==> config.mk <==
export PLATFORM = sky130hd
export DESIGN_NAME = dac_frame_sequencer_flat
export DESIGN_NICKNAME = d
export VERILOG_FILES = /design/src/rtl/dac_frame_sequencer_if.sv /design/src/rtl/dac_frame_sequencer.sv /design/src/flat_wrapper.sv
export SDC_FILE = /design/constraint.sdc
export NUM_CORES = 1
export LEC_CHECK = 0
export ABC_AREA = 1
export BUFFER_PORTS_ARGS = -buffer_cell sky130_fd_sc_hd__buf_2
export CORE_MARGIN = 5
export CORE_UTILIZATION = 46
export DETAILED_ROUTE_END_ITERATION = 10
export HOLD_SLACK_MARGIN = 0.02
export PLACE_DENSITY_LB_ADDON = 0.12
export RECOVER_POWER = 25
export SYNTH_ARGS = -nofsm -noshare
export SYNTH_HDL_FRONTEND = slang
export SYNTH_SLANG_ARGS = --single-unit
==> constraint.sdc <==
create_clock -name pclk -period 1.4 [get_ports pclk]
set_input_delay 0.07 -clock pclk [delete_from_list [all_inputs] [get_ports pclk]]
set_output_delay 0.07 -clock pclk [all_outputs]
set_load 0.1 [all_outputs]
==> src/rtl/dac_frame_sequencer_if.sv <==
// dac_frame_sequencer_if: FIFO pop side and DAC sample bus of the frame sequencer
interface dac_frame_sequencer_if #(
    parameter int DW = 24
);
    logic            fifo_empty;
    logic [2*DW-1:0] fifo_rdata;
    logic            fifo_ren;
    logic [DW-1:0]   dout;
    logic            dout_en;
    logic            dout_lr;
    logic            underrun;
    modport master (
        input  fifo_empty, fifo_rdata,
        output fifo_ren, dout, dout_en, dout_lr, underrun
    );
    modport slave (
        output fifo_empty, fifo_rdata,
        input  fifo_ren, dout, dout_en, dout_lr, underrun
    );
endinterface

==> src/rtl/dac_frame_sequencer.sv <==
// dac_frame_sequencer: plays {left,right} FIFO words as L/R DAC slots paced by outclk; DAC_SEQ_UNDERRUN_CNT_EN adds a saturating underrun counter
module dac_frame_sequencer #(
    parameter int DW  = 24,
    parameter int UCW = 8
) (
    input  logic                 pclk,
    input  logic                 rst_n,
    input  logic                 enable,
    input  logic                 outclk,
`ifdef DAC_SEQ_UNDERRUN_CNT_EN
    input  logic                 underrun_clr,
    output logic [UCW-1:0]       underrun_cnt,
`endif
    dac_frame_sequencer_if.master bus
);
    typedef enum logic [2:0] {IDLE, ALIGN, LEFT, RIGHT, UNDER} state_t;
    state_t          state;
    logic            sync1, sync2, dly;
    logic [2*DW-1:0] hold;
    logic            rise, pop, ur_evt;
    assign rise   = sync2 & ~dly;
    assign pop    = enable & rise & ~bus.fifo_empty & (state == ALIGN || state == UNDER || state == RIGHT);
    assign ur_evt = enable & rise & bus.fifo_empty & (state == RIGHT);
    assign bus.fifo_ren = pop;
    // bring outclk into pclk and keep a delayed copy so each slot edge gives one rise
    always_ff @(posedge pclk or negedge rst_n) begin
        if (!rst_n) {sync1, sync2, dly} <= '0;
        else        {sync1, sync2, dly} <= {outclk, sync1, sync2};
    end
    // slot sequencer: frames always start on the left half of a freshly popped word
    always_ff @(posedge pclk or negedge rst_n) begin
        if (!rst_n) begin
            state        <= IDLE;
            hold         <= '0;
            bus.dout     <= '0;
            bus.dout_en  <= 1'b0;
            bus.dout_lr  <= 1'b0;
            bus.underrun <= 1'b0;
        end else if (!enable) begin
            state        <= IDLE;
            hold         <= '0;
            bus.dout     <= '0;
            bus.dout_en  <= 1'b0;
            bus.dout_lr  <= 1'b0;
            bus.underrun <= 1'b0;
        end else begin
            bus.underrun <= 1'b0;
            if (pop) hold <= bus.fifo_rdata;
            case (state)
                IDLE: state <= ALIGN;
                ALIGN, UNDER, RIGHT: begin
                    if (pop) begin
                        state       <= LEFT;
                        bus.dout    <= bus.fifo_rdata[2*DW-1:DW];
                        bus.dout_lr <= 1'b1;
                        bus.dout_en <= 1'b1;
                    end else if (ur_evt) begin
                        state        <= UNDER;
                        bus.dout     <= '0;
                        bus.dout_lr  <= 1'b0;
                        bus.dout_en  <= 1'b0;
                        bus.underrun <= 1'b1;
                    end
                end
                LEFT: begin
                    if (rise) begin
                        state       <= RIGHT;
                        bus.dout    <= hold[DW-1:0];
                        bus.dout_lr <= 1'b0;
                    end
                end
                default: state <= IDLE;
            endcase
        end
    end
`ifdef DAC_SEQ_UNDERRUN_CNT_EN
    // count RIGHT->UNDER events, saturating; a clear beats a same-cycle increment
    always_ff @(posedge pclk or negedge rst_n) begin
        if (!rst_n)                         underrun_cnt <= '0;
        else if (underrun_clr)              underrun_cnt <= '0;
        else if (ur_evt && ~&underrun_cnt)  underrun_cnt <= underrun_cnt + 1'b1;
    end
`endif
endmodule
==> src/flat_wrapper.sv <==
// flat-port wrapper written by rule: the top's interface ports become plain ports
module dac_frame_sequencer_flat 
#(
    parameter int DW  = 24,
    parameter int UCW = 8
)
  (pclk, rst_n, enable, outclk, bus_fifo_empty, bus_fifo_rdata, bus_fifo_ren, bus_dout, bus_dout_en, bus_dout_lr, bus_underrun);
  dac_frame_sequencer_if #(.DW(DW)) bus_i ();
  input  logic pclk;
  input  logic rst_n;
  input  logic enable;
  input  logic outclk;
  input wire logic [$bits(bus_i.fifo_empty)-1:0] bus_fifo_empty;
  input wire logic [$bits(bus_i.fifo_rdata)-1:0] bus_fifo_rdata;
  output wire logic [$bits(bus_i.fifo_ren)-1:0] bus_fifo_ren;
  output wire logic [$bits(bus_i.dout)-1:0] bus_dout;
  output wire logic [$bits(bus_i.dout_en)-1:0] bus_dout_en;
  output wire logic [$bits(bus_i.dout_lr)-1:0] bus_dout_lr;
  output wire logic [$bits(bus_i.underrun)-1:0] bus_underrun;
  assign bus_i.fifo_empty = bus_fifo_empty;
  assign bus_i.fifo_rdata = bus_fifo_rdata;
  assign bus_fifo_ren = bus_i.fifo_ren;
  assign bus_dout = bus_i.dout;
  assign bus_dout_en = bus_i.dout_en;
  assign bus_dout_lr = bus_i.dout_lr;
  assign bus_underrun = bus_i.underrun;
  dac_frame_sequencer #(.DW(DW), .UCW(UCW)) u_core (.pclk(pclk), .rst_n(rst_n), .enable(enable), .outclk(outclk), .bus(bus_i));
endmodule
==> flow_summary.json <==
{
  "run_status": "complete, but fails checks",
  "violations": "negative setup slack",
  "first_global_vias": 2558,
  "top_layer": "met4",
  "hold_depth": 2,
  "route.detailed.drc": 0,
  "vias_per_cell": 5.066,
  "fmax_mhz": 661.2,
  "yosys.area.top_type_share_pct": 53.27,
  "hold_viol": 0,
  "clock_sink_count": 57,
  "synthTopCellsByArea": "dfrtp_1, nand2_1, nand3_1",
  "drtPass1Iterations": 4,
  "synth_largest_area_cell": "dfrtp_1",
  "design.core.area_mm2": 0.005574,
  "cp_max_fo": 5,
  "die_area_mm2": 0.007447,
  "start_util_pct": 48.04,
  "ys_seq_area_share_pct": 53.27,
  "fin_cells": 545,
  "grt_pass1_wl_mm": 12.65,
  "cp.arrival_ns": 1.74,
  "crit_start": "u_core.state[0]$_DFFE_PN0P_",
  "vias": 2761,
  "crit_end": "u_core.state[0]$_DFFE_PN0P_",
  "skew_ns": 0.008037,
  "die_w_um": 86.30,
  "wl_mm": 7.956,
  "clkSlewWorstSetupHoldPaths_ns": 0.06,
  "fp-row-count": 27,
  "io_buffer_count": 80,
  "synthToLayoutAreaGrowth_pct": 46.68,
  "final_layout_size_suffix_gt1_share_pct": 31.29,
  "cts_max_path_buffers": 2,
  "worstMarginPinSlew_ns": 0.7760,
  "postPlaceCellArea_mm2": 0.003284,
  "syn_inst": 337,
  "start_kind": "flop",
  "antenna_left": 0,
  "max_slew_margin_pct": 48.27,
  "final.setup.worst_slack_ns": -0.1123,
  "grt_overflow": 0,
  "grt_usage_pct": 22.02,
  "drv_cap": 0,
  "post-place-ws_ns": -0.1034,
  "grt_max_degree": 58,
  "syn_area_mm2": 0.002678,
  "p_per_area_mw_per_mm2": 1078,
  "reg2reg_from": "u_core.state[0]$_DFFE_PN0P_",
  "r2r-end": "u_core.state[0]$_DFFE_PN0P_",
  "ff2ff_path_depth": 8,
  "setup.worst_path.class": "flop to flop",
  "dieHeight_um": 86.30,
  "drt-initial-drc-count": 198,
  "dp_cells": 494,
  "wl_per_cell_um": 14.60,
  "post-route-period-util_pct": 108.0,
  "cts_inserted_buffers": 9,
  "rsz0062_at_grt": "yes",
  "nets": 521,
  "dp_hpwl_mm": 5.136,
  "setup_violations": 41,
  "hold_path.class": "input port to flop",
  "clk_latency_ns": 0.34,
  "yosys_warnings": 0,
  "ios": 81,
  "synth_nets": 390,
  "leakage_nw": 2.313,
  "cts_tree": "done",
  "gp_congestion": 0.8183,
  "cts-root-buf": "clkbuf_8",
  "postLayoutCellArea_mm2": 0.003928,
  "ff2ff_setup_slack_ns": -0.11,
  "antenna_cells": 0,
  "final-max-slew-violation-count": 0,
  "cp.required_ns": 1.63,
  "met3_length_um": 619,
  "syn_avg_cell_area_um2": 7.945,
  "antenna_found_initial": 0,
  "vdd_drop_max_v": 0.001078,
  "wl_met1_mm": 3.438,
  "wl_met2_mm": 3.803,
  "yosys_register_bits": 57,
  "cp-end-kind": "flop",
  "cts_max_level": 3,
  "synth_cell_types": 17,
  "min_period_ns": 1.512
}
==> per-stage QoR <==
stage / total power, mW / TNS (ns) / hold slack, ns / utilization (%)
4_1_cts: 4.175 / -2.237 / 0.04325 / 68.84
5_1_grt: 4.401 / -7.167 / 0.05799 / 70.46
3_3_place_gp: 2.312 / -1.605 / 0.09527 / 58.92
6_report: 4.233 / -1.748 / 0.06549 / 70.46
3_5_place_dp: 2.324 / -2.129 / 0.09855 / 58.92
2_1_floorplan: 2.087 / -0.3021 / -0.2256 / -
==> final cells by class <==
cell class                 instances  area, µm²
sequential                        57       1428
inverter                          10      40.04
clock buffer                      11      151.4
fill                             452       1647
timing repair buffer             136      954.7
tap                               72      90.09
clock inverter                     5      77.57
multi-input combinational        254       1186
==> logic make-up (layout without fill, tap and decap cells) <==
| family | count (synthesis) | count (layout) | synth area share (%) |
|---|---|---|---|
| flip-flops | 57 | 57 | 53.27 |
| buffers and inverters | 29 | 162 | 5.374 |
| AO/OA/AOI/OAI | 6 | 6 | 1.402 |
| AND/OR/NAND/NOR | 245 | 248 | 39.95 |
==> repair_timing <==
item / in CTS / in global routing
setup endpoints to repair: 43 / 54
hold endpoints to repair: 82 / 0
gates cloned: 1 / 2
pin swaps: 4 / 6
gates resized for setup: 5 / 17
setup buffers: 4 / 2
hold buffers: 26 / 0
==> where the power goes <==
group,internal (mW),switching [mW],total [mW]
registers,1.69,0.0302,1.72
logic,0.279,0.455,0.734
clock network,1.09,0.690,1.78
total,3.06,1.17,4.23
==> routing by layer <==
layer / GRT usage (%) / up-vias
li1: - / 1347
met5: 0 / -
met4: 6.516 / 0
met1: 30.96 / 1311
met2: 33.22 / 95
met3: 6.274 / 8
==> cell usage after synthesis <==
cell	number
a21oi_1	1
a31o_2	1
buf_2	10
buf_4	6
clkbuf_1	3
dfrtp_1	57
inv_1	7
inv_2	3
nand2_1	159
nand2_2	2
nand3_1	74
nand3_4	2
nor2_1	4
nor2_2	1
nor2_4	3
o21ai_0	3
o21ai_2	1
==> registers in the layout (all words and copies together), names as in the netlist <==
| register | flops |
|---|---|
| u_core.bus.dout | 24 |
| u_core.hold | 24 |
| u_core.sync2 | 1 |
| u_core.bus.underrun | 1 |
| u_core.bus.dout_lr | 1 |
| u_core.sync1 | 1 |
| u_core.bus.dout_en | 1 |
| u_core.state | 3 |
| u_core.dly | 1 |
==> worst max-delay path, cell delays in order (launching register included) <==
cell,delay [ns]
dfrtp_2,0.44
nor2_4,0.17
nand2_2,0.11
nor2_4,0.12
o21ai_2,0.07
buf_4,0.18
nand2_2,0.12
nand2_1,0.07
o21ai_0,0.11
==> cells in the final DEF, fill, tap and decap left out <==
cell	netlist	layout
a21oi_2	0	1
a31o_2	1	1
buf_12	0	2
buf_2	10	79
buf_4	6	19
buf_6	0	7
buf_8	0	2
bufinv_16	0	2
clkbuf_4	0	1
clkbuf_8	0	11
clkinv_2	0	2
clkinvlp_4	0	1
dfrtp_1	57	56
dfrtp_2	0	1
dlygate4sd3_1	0	26
inv_1	7	7
inv_2	3	2
inv_4	0	1
nand2_1	159	158
nand2_2	2	2
nand2_4	0	1
nand3_1	74	73
nand3_2	0	1
nand3_4	2	5
nor2_1	4	2
nor2_2	1	2
nor2_4	3	4
o21ai_0	3	3
o21ai_2	1	1
==> worst min path at each step <==
stage	start	endpoint
4_1_cts	enable	u_core.bus.dout_en$_DFFE_PN0P_
3_3_place_gp	rst_n	u_core.hold[4]$_DFFE_PN0P_
3_5_place_dp	rst_n	u_core.hold[5]$_DFFE_PN0P_
2_1_floorplan	rst_n	u_core.bus.dout[0]$_DFFE_PN0P_
6_report	enable	u_core.bus.dout_en$_DFFE_PN0P_
5_1_grt	enable	u_core.bus.dout_en$_DFFE_PN0P_
(Power assumes the default switching activity.)
